### src/rtl/sync_fifo_v2_if.sv
// Producer/consumer bundle for sync_fifo_v2: write side, read side, thresholds and status.
// The FIFO is the slave; the logic that feeds and drains it is the master.
interface sync_fifo_v2_if #(
  parameter int FIFO_DEPTH = 4,
  parameter int FIFO_WIDTH = 8
);
  localparam int CNT_WIDTH = $clog2(FIFO_DEPTH + 1);

  logic                  wren;
  logic [FIFO_WIDTH-1:0] wrdata;
  logic                  rden;
  logic [CNT_WIDTH-1:0]  af_thresh;
  logic [CNT_WIDTH-1:0]  ae_thresh;
  logic                  err_clr;
  logic [FIFO_WIDTH-1:0] rddata;
  logic                  rd_valid;
  logic                  full;
  logic                  almost_full;
  logic                  empty;
  logic                  almost_empty;
  logic [CNT_WIDTH-1:0]  fill_cnt;
  logic                  overflow;
  logic                  underflow;

  modport master (
    output wren, wrdata, rden, af_thresh, ae_thresh, err_clr,
    input  rddata, rd_valid, full, almost_full, empty, almost_empty,
           fill_cnt, overflow, underflow
  );

  modport slave (
    input  wren, wrdata, rden, af_thresh, ae_thresh, err_clr,
    output rddata, rd_valid, full, almost_full, empty, almost_empty,
           fill_cnt, overflow, underflow
  );
endinterface

### src/rtl/sync_fifo_v2.sv
// Single-clock FIFO, any depth >= 2, registered-read or first-word-fall-through,
// with programmable almost flags, fill count and sticky overflow/underflow.
module sync_fifo_v2 #(
  parameter int FIFO_DEPTH    = 4,
  parameter int FIFO_WIDTH    = 8,
  parameter int FWFT_MODE     = 0,
  parameter int EN_ALMOST_FLG = 1,
  localparam int CNT_WIDTH    = $clog2(FIFO_DEPTH + 1)
) (
  input logic           clk,
  input logic           rst,
  sync_fifo_v2_if.slave bus
);
  localparam int PTR_W = $clog2(FIFO_DEPTH);
  localparam logic [PTR_W-1:0]     PTR_LAST = PTR_W'(FIFO_DEPTH - 1);
  localparam logic [PTR_W-1:0]     PTR_ONE  = PTR_W'(1);
  localparam logic [CNT_WIDTH-1:0] CNT_FULL = CNT_WIDTH'(FIFO_DEPTH);
  localparam logic [CNT_WIDTH-1:0] CNT_ONE  = CNT_WIDTH'(1);

  logic [FIFO_WIDTH-1:0] mem_q [FIFO_DEPTH];
  logic [PTR_W-1:0]      wr_ptr_q, wr_ptr_d;
  logic [PTR_W-1:0]      rd_ptr_q, rd_ptr_d;
  logic [CNT_WIDTH-1:0]  cnt_q, cnt_d;
  logic                  ovf_q, ovf_d;
  logic                  udf_q, udf_d;
  logic                  full, empty, wr_acc, rd_acc;

  assign full   = (cnt_q == CNT_FULL);
  assign empty  = (cnt_q == '0);
  assign wr_acc = bus.wren & ~full;
  assign rd_acc = bus.rden & ~empty;

  always_comb begin
    wr_ptr_d = wr_ptr_q;
    rd_ptr_d = rd_ptr_q;
    cnt_d    = cnt_q;
    ovf_d    = ovf_q;
    udf_d    = udf_q;
    // Explicit wrap keeps non-power-of-two depths correct.
    if (wr_acc) wr_ptr_d = (wr_ptr_q == PTR_LAST) ? '0 : wr_ptr_q + PTR_ONE;
    if (rd_acc) rd_ptr_d = (rd_ptr_q == PTR_LAST) ? '0 : rd_ptr_q + PTR_ONE;
    if (wr_acc && !rd_acc)      cnt_d = cnt_q + CNT_ONE;
    else if (rd_acc && !wr_acc) cnt_d = cnt_q - CNT_ONE;
    if (bus.err_clr) begin
      ovf_d = 1'b0;
      udf_d = 1'b0;
    end
    // A new error event outranks a clear in the same cycle.
    if (bus.wren && full)  ovf_d = 1'b1;
    if (bus.rden && empty) udf_d = 1'b1;
  end

  always_ff @(posedge clk) begin
    if (rst) begin
      wr_ptr_q <= '0;
      rd_ptr_q <= '0;
      cnt_q    <= '0;
      ovf_q    <= 1'b0;
      udf_q    <= 1'b0;
    end else begin
      wr_ptr_q <= wr_ptr_d;
      rd_ptr_q <= rd_ptr_d;
      cnt_q    <= cnt_d;
      ovf_q    <= ovf_d;
      udf_q    <= udf_d;
    end
  end

  always_ff @(posedge clk) begin
    if (!rst && wr_acc) mem_q[wr_ptr_q] <= bus.wrdata;
  end

  generate
    if (FWFT_MODE != 0) begin : g_fwft
      assign bus.rddata   = mem_q[rd_ptr_q];
      assign bus.rd_valid = ~empty;
    end else begin : g_std
      logic [FIFO_WIDTH-1:0] rddata_q, rddata_d;
      logic                  rd_valid_q, rd_valid_d;

      always_comb begin
        rddata_d   = rddata_q;
        rd_valid_d = rd_acc;
        if (rd_acc) rddata_d = mem_q[rd_ptr_q];
      end

      always_ff @(posedge clk) begin
        if (rst) begin
          rddata_q   <= '0;
          rd_valid_q <= 1'b0;
        end else begin
          rddata_q   <= rddata_d;
          rd_valid_q <= rd_valid_d;
        end
      end

      assign bus.rddata   = rddata_q;
      assign bus.rd_valid = rd_valid_q;
    end
  endgenerate

  assign bus.full         = full;
  assign bus.empty        = empty;
  assign bus.fill_cnt     = cnt_q;
  assign bus.overflow     = ovf_q;
  assign bus.underflow    = udf_q;
  assign bus.almost_full  = (EN_ALMOST_FLG != 0) && (cnt_q >= bus.af_thresh);
  assign bus.almost_empty = (EN_ALMOST_FLG != 0) && (cnt_q <= bus.ae_thresh);
endmodule

### src/flat_wrapper.sv
// flat-port wrapper written by rule: the top's interface ports become plain ports
module sync_fifo_v2_flat 
#(
  parameter int FIFO_DEPTH    = 4,
  parameter int FIFO_WIDTH    = 8,
  parameter int FWFT_MODE     = 0,
  parameter int EN_ALMOST_FLG = 1,
  localparam int CNT_WIDTH    = $clog2(FIFO_DEPTH + 1)
)
  (clk, rst, bus_wren, bus_wrdata, bus_rden, bus_af_thresh, bus_ae_thresh, bus_err_clr, bus_rddata, bus_rd_valid, bus_full, bus_almost_full, bus_empty, bus_almost_empty, bus_fill_cnt, bus_overflow, bus_underflow);
  sync_fifo_v2_if #(.FIFO_DEPTH(FIFO_DEPTH), .FIFO_WIDTH(FIFO_WIDTH)) bus_i ();
  input logic clk;
  input logic rst;
  input wire logic [$bits(bus_i.wren)-1:0] bus_wren;
  input wire logic [$bits(bus_i.wrdata)-1:0] bus_wrdata;
  input wire logic [$bits(bus_i.rden)-1:0] bus_rden;
  input wire logic [$bits(bus_i.af_thresh)-1:0] bus_af_thresh;
  input wire logic [$bits(bus_i.ae_thresh)-1:0] bus_ae_thresh;
  input wire logic [$bits(bus_i.err_clr)-1:0] bus_err_clr;
  output wire logic [$bits(bus_i.rddata)-1:0] bus_rddata;
  output wire logic [$bits(bus_i.rd_valid)-1:0] bus_rd_valid;
  output wire logic [$bits(bus_i.full)-1:0] bus_full;
  output wire logic [$bits(bus_i.almost_full)-1:0] bus_almost_full;
  output wire logic [$bits(bus_i.empty)-1:0] bus_empty;
  output wire logic [$bits(bus_i.almost_empty)-1:0] bus_almost_empty;
  output wire logic [$bits(bus_i.fill_cnt)-1:0] bus_fill_cnt;
  output wire logic [$bits(bus_i.overflow)-1:0] bus_overflow;
  output wire logic [$bits(bus_i.underflow)-1:0] bus_underflow;
  assign bus_i.wren = bus_wren;
  assign bus_i.wrdata = bus_wrdata;
  assign bus_i.rden = bus_rden;
  assign bus_i.af_thresh = bus_af_thresh;
  assign bus_i.ae_thresh = bus_ae_thresh;
  assign bus_i.err_clr = bus_err_clr;
  assign bus_rddata = bus_i.rddata;
  assign bus_rd_valid = bus_i.rd_valid;
  assign bus_full = bus_i.full;
  assign bus_almost_full = bus_i.almost_full;
  assign bus_empty = bus_i.empty;
  assign bus_almost_empty = bus_i.almost_empty;
  assign bus_fill_cnt = bus_i.fill_cnt;
  assign bus_overflow = bus_i.overflow;
  assign bus_underflow = bus_i.underflow;
  sync_fifo_v2 #(.FIFO_DEPTH(FIFO_DEPTH), .FIFO_WIDTH(FIFO_WIDTH), .FWFT_MODE(FWFT_MODE), .EN_ALMOST_FLG(EN_ALMOST_FLG)) u_core (.clk(clk), .rst(rst), .bus(bus_i));
endmodule
### config.mk
export PLATFORM = sky130hd
export DESIGN_NAME = sync_fifo_v2_flat
export DESIGN_NICKNAME = d
export VERILOG_FILES = /design/src/rtl/sync_fifo_v2_if.sv /design/src/rtl/sync_fifo_v2.sv /design/src/flat_wrapper.sv
export SDC_FILE = /design/constraint.sdc
export NUM_CORES = 1
export LEC_CHECK = 0
export CORE_MARGIN = 4
export CORE_UTILIZATION = 52
export DETAILED_ROUTE_END_ITERATION = 6
export GPL_ROUTABILITY_DRIVEN = 0
export GPL_TIMING_DRIVEN = 0
export PLACE_DENSITY_LB_ADDON = 0.12
export SKIP_CTS_REPAIR_TIMING = 1
export SKIP_LAST_GASP = 1
export SYNTH_ARGS = -nofsm -noshare
export SYNTH_HDL_FRONTEND = slang
export SYNTH_SLANG_ARGS = --single-unit
### constraint.sdc
create_clock -name clk -period 2.8 [get_ports clk]
set_input_delay 0.7 -clock clk [delete_from_list [all_inputs] [get_ports clk]]
set_output_delay 0.7 -clock clk [all_outputs]
set_load 0.01 [all_outputs]
---- After elaboration in Yosys (flattened, before gate mapping) ----
Memory sizes are Yosys's and may differ from the RTL's. A register that Yosys moved wholly into a read port is not among the register bits.
Index checks and enable logic that the tools add are counted.
cells by class
  order comparisons ....................... 2
  reductions and logical operators ........ 12
  shifts and indexed selects .............. 0
  div/mod/pow operators ................... 0
  $mul .................................... 0
  equal/unequal tests ..................... 3
  multiplexer cells ....................... 9
  bitwise logic cells ..................... 4
  $add $sub $neg .......................... 4
operators by type and width
  kind                                               count
  2-to-1 mux 3 bit                                   2
  nonzero test 2 bit                                 3
  logical AND 1 bit                                  5
  2-to-1 mux 1 bit                                   5
  adder 2 x 1 -> 2 bit (second input constant)       2
  equality test 2 bit (second input constant)        2
  2-to-1 mux 2 bit                                   2
  adder 3 x 1 -> 3 bit (second input constant)       1
  equality test 3 bit (second input constant)        1
  greater-or-equal comparator 3 bit                  1
  less-or-equal comparator 3 bit                     1
  zero test 1 bit                                    3
  zero test 3 bit                                    1
  subtractor 3 x 1 -> 3 bit (second input constant)  1
  AND 1 bit                                          2
  NOT 1 bit                                          2
word-level totals
  ROM bits ................................ 0
  bits in latches ......................... 0
  bits of input ports ..................... 19
  memories ................................ 1
  register bits after elaboration ......... 10
  output and inout port bits .............. 18
  RAM bits ................................ 32
memories
  name          depth  bits a word  read ports  clocked after Yosys merged registers in  write ports  RTL line            text
  u_core.mem_q  4      8            1           1                                        1            sync_fifo_v2.sv:20  logic [FIFO_WIDTH-1:0] mem_q [FIFO_DEPTH];

---- Depth between registers and ports, before layout ----
Gate-level depths: netlist of run 1.
  depth in word-level cells ............... 7
  depth in mapped cells ................... 10
  depth with buffers taken out ............ 9

---- Least setup slack after synthesis of run 1 ----
No wires, ideal clock.
  path kind ............................... input to register
  start ................................... input port bus_rden
  end ..................................... register u_core.cnt_q[2], in the netlist u_core.bus.fill_cnt[2]
  slack ................................... 486 ps
  cell stages on the path ................. 10
  data arrival time ....................... 2,243 ps
  buffers on the path ..................... 2
  library setup time ...................... 71 ps
  path through ............................ o31a_1 buf_6 inv_4 buf_6 ha_1 inv_1 fa_1 xor2_1 or3_1 a21oi_1
on the way
  cells in the longest elaborated chain, start to end .. 4
  elaborated cells on any way between the ends .. 6
RTL lines
  what                                                    RTL line            text
  start: declaration                                      flat_wrapper.sv:16  input wire logic [$bits(bus_i.rden)-1:0] bus_rden;
  AND 1 bit *                                             sync_fifo_v2.sv:31  assign rd_acc = bus.rden & ~empty;
  zero test 1 bit                                         sync_fifo_v2.sv:42  if (wr_acc && !rd_acc) cnt_d = cnt_q + CNT_ONE;
  logical AND 1 bit                                       sync_fifo_v2.sv:42
  2-to-1 mux 3 bit or nonzero test 2 bit (tied branches)  --
  end signal: assignment                                  sync_fifo_v2.sv:63  cnt_q <= cnt_d;
  end: declaration                                        sync_fifo_v2.sv:23  logic [CNT_WIDTH-1:0] cnt_q, cnt_d;
Every way passes the cells marked *; elsewhere a longest branch is shown, timed or not.
A chain may end at the register's enable or synchronous reset.

---- Worst setup path after layout of run 1 ----
  start ................................... input port bus_ae_thresh[1]
  end ..................................... output port bus_almost_empty
on the way
  cells in the longest elaborated chain, start to end .. 1
RTL lines
  what                            RTL line             text
  start: declaration              flat_wrapper.sv:18   input wire logic [$bits(bus_i.ae_thresh)-1:0] bus_ae_thresh;
  less-or-equal comparator 3 bit  sync_fifo_v2.sv:108  assign bus.almost_empty = (EN_ALMOST_FLG != 0) && (cnt_q <= bus.ae_thresh);
  end: declaration                flat_wrapper.sv:25   output wire logic [$bits(bus_i.almost_empty)-1:0] bus_almost_empty;
No other way between the ends.

==> impl_metrics.env, run 1 <==
export IMPL_layout_drive_gt1_share_pct=13.57
export IMPL_power_density_mw_per_mm2=802.9
export IMPL_final_cell_mix="clkdlybuf4s50_1, edfxtp_1, nand2_1"
export IMPL_syn2layout_area_growth_pct=26.41
export IMPL_drc=0
export IMPL_synth_mux_area_share_pct=8.999
export IMPL_clock_sinks=50
export IMPL_ys_types=31
export IMPL_hold_path_class="reg -> reg"
export IMPL_synth_xor_area_share_pct=0.8289
export IMPL_end_kind="output port"
export IMPL_fmax_ghz=0.3584
export IMPL_wl_per_cell_um=16.81
export IMPL_die_y_um=71.75
export IMPL_cts_root_buf="clkbuf_8"
export IMPL_ir_drop_uv=431.4
export IMPL_antenna_found_initial=0
export IMPL_post_place_ws_ns=-0.3891
export IMPL_drv_slew=0
export IMPL_io_buffer_count=36
export IMPL_arrival_ns=2.09
export IMPL_status="finished, final reports clean"
export IMPL_syn_nets=186
export IMPL_skew_ns=0.004999
export IMPL_finalNetCount=230
export IMPL_path_buf_inv=3
export IMPL_finalCritPeriodShare_pct=99.65
export IMPL_grt_max_degree=17
export IMPL_period_needed_ns=2.790
export IMPL_overflow=0
export IMPL_yosys_area_share_adder_pct=8.052
export IMPL_yosys_area_share_simple_pct=9.532
export IMPL_drt_iter0_markers=45
export IMPL_vias=1323
export IMPL_clock_path_buffers=2
export IMPL_critPathSlowestCell="clkdlybuf4s50_1"
export IMPL_cts_made_buffers=5
export IMPL_drv_cap=0
export IMPL_ys_seq_elements=50
export IMPL_core_mm2=0.003799
export IMPL_clk_pin_slew_ns=0.09
export IMPL_wl_met2_um=2274
export IMPL_synth_cells=154
export IMPL_grt_pass1_wl_um=6479
export IMPL_dr_pass1_iters=4
export IMPL_seq_area_frac_synth_pct=62.52
export IMPL_diodes=0
export IMPL_first_global_vias=1377
export IMPL_cts_tree="done"
export IMPL_gr_usage_all_layers_pct=17.03
export IMPL_wl_um=4153
export IMPL_vias_per_cell=5.356
export IMPL_met1Wirelength_um=1682
export IMPL_final_common_cell="clkdlybuf4s50_1"
export IMPL_path_class="in -> out"
export IMPL_cpPeakStageDelay_ns=0.45
export IMPL_hold_viol_final=0
export IMPL_slew_headroom_pct=48.20
export IMPL_worst_path_max_fanout=2
export IMPL_rsz0062_at_grt="yes"
export IMPL_die_area_mm2=0.005148
export IMPL_drt_antenna_violating_nets=0
export IMPL_power_w=0.002145
export IMPL_critPathTopFamily="buffers and inverters"
export IMPL_setup_ws_ns=0.009872
export IMPL_yosys_warnings=0
export IMPL_cp_required_ns=2.10
export IMPL_die_w_um=71.75
export IMPL_route_met3_wl_um=154
export IMPL_io_pins=37
export IMPL_crit_path_start_kind="primary input"
export IMPL_netlist_area_mm2=0.002113
export IMPL_worstPathCellList="clkdlybuf4s50_1, inv_1, ha_1, nor2b_1, o21a_1, o21ai_0, dlymetal6s2s_1"
export IMPL_cts_htree_levels=2
export IMPL_top_layer="met4"
export IMPL_syn_avg_cell_area_um2=13.72
export IMPL_synth_compound_area_share_pct=6.157
export IMPL_tightest_slew_ns=0.7737
export IMPL_initial_core_util_pct=55.63
export IMPL_cellLeakagePower_nw=0.9900
export IMPL_row_count=22
export IMPL_setup_viol=0
export IMPL_synth_top_family_by_area="simple AND/OR/NAND/NOR gates"
export IMPL_place_detailed_hpwl_um=2981
export IMPL_worstSkewPairLatency_ns=0.30
-- sequential cells by signal (all words and copies together) (netlist names) --
register              flops
u_core.rd_ptr_q           2
u_core.bus.underflow      1
u_core.mem_q             32
u_core.bus.overflow       1
u_core.bus.rd_valid       1
u_core.wr_ptr_q           2
u_core.bus.fill_cnt       3
u_core.bus.rddata         8
-- worst register-to-register path, stage by stage, from the launching register on --
cell	delay [ns]
dfxtp_1	0.42
o31a_1	0.35
buf_6	0.15
inv_4	0.07
buf_6	0.14
ha_1	0.20
inv_1	0.06
fa_1	0.38
xor2_1	0.17
or3_1	0.34
a21oi_1	0.17
-- final timing paths --
kind | startpoint | end | slack [ns] | depth (start not counted)
worst max register to register | u_core.bus.fill_cnt[1] | u_core.bus.fill_cnt[2] | 0.30 | 10
worst min-delay path | u_core.bus.rddata[5] | u_core.bus.rddata[5] | 0.46 | 2
worst min register to register | u_core.bus.rddata[5] | u_core.bus.rddata[5] | 0.46 | 2
worst max-delay path | bus_ae_thresh[1] | bus_almost_empty | 0.01 | 7
-- cells in the mapped netlist --
cell type,number,area [um2]
nand3b_1,1,7.510
nand2b_1,2,12.51
buf_2,1,5.000
nor3b_2,1,12.51
or4_1,1,7.510
clkbuf_1,2,7.510
buf_1,1,3.750
nand2_1,19,71.32
or3_1,2,12.51
inv_4,1,6.260
nor2b_1,3,18.77
xor2_1,2,17.52
o21a_1,1,7.510
a21oi_2,1,8.760
dfxtp_1,18,360.4
nor2_1,5,18.77
inv_1,9,33.78
ha_1,12,150.1
edfxtp_1,32,960.9
nor3_1,1,5.000
o21ai_0,4,20.02
nand3_1,1,5.000
o31a_1,1,8.760
a21o_1,2,15.01
nor3b_1,4,30.03
buf_6,2,22.52
mux4_2,8,180.2
mux2i_1,1,10.01
inv_2,1,3.750
a21oi_1,14,70.07
fa_1,1,20.02
-- per-stage QoR --
step / util (%) / hold WS [ns] / area [um2] / TNS, ns / instances
global placement: 66.70 / 0.4437 / 2534 / -6.932 / 238
global route: 70.32 / 0.4825 / 2671 / -0.1028 / 247
CTS: 69.80 / 0.4652 / 2651 / -0.6443 / 246
detailed placement: 66.83 / 0.4521 / 2539 / -7.300 / 238
floorplan: - / 0.4805 / 2113 / 0 / 154
finish: 70.32 / 0.4590 / 2671 / 0 / 247
-- cell type report --
type / count / area [um2]
Fill cell: 270 / 1127
Multi-Input combinational cell: 87 / 724.4
Timing Repair Buffer: 37 / 370.4
Inverter: 11 / 43.79
Sequential cell: 50 / 1321
Buffer: 6 / 38.79
Tap cell: 48 / 60.06
Clock buffer: 5 / 68.82
Clock inverter: 3 / 43.79
-- logic make-up after synthesis --
family / Yosys count
buf+inv: 17
flops: 50
compound gates: 23
fa+ha+maj: 13
simple gates: 40
mux: 9
xor+xnor: 2
-- layer usage --
| layer | up-vias | track usage, % |
|---|---|---|
| met5 | - | 0 |
| met3 | 4 | 5.330 |
| met4 | 0 | 6.054 |
| li1 | 639 | - |
| met1 | 654 | 17.66 |
| met2 | 26 | 31.94 |
-- power breakdown --
| part | internal, W | total, W | switching [W] |
|---|---|---|---|
| registers | 0.000874 | 0.000942 | 0.0000680 |
| logic | 0.000368 | 0.000692 | 0.000325 |
| clock network | 0.000268 | 0.000511 | 0.000243 |
| total | 0.00151 | 0.00214 | 0.000635 |
Power figures use the tool's default switching activity.
==> run 2, diff against run 1 <==
--- a/config.mk
+++ b/config.mk
@@ -5,6 +5,7 @@
 export SDC_FILE = /design/constraint.sdc
 export NUM_CORES = 1
 export LEC_CHECK = 0
+export CAP_MARGIN = 0
 export CORE_MARGIN = 4
 export CORE_UTILIZATION = 52
 export DETAILED_ROUTE_END_ITERATION = 6
==> results of run 2 <==
No change in the layout: final DEF, timing and power equal those of run 1.
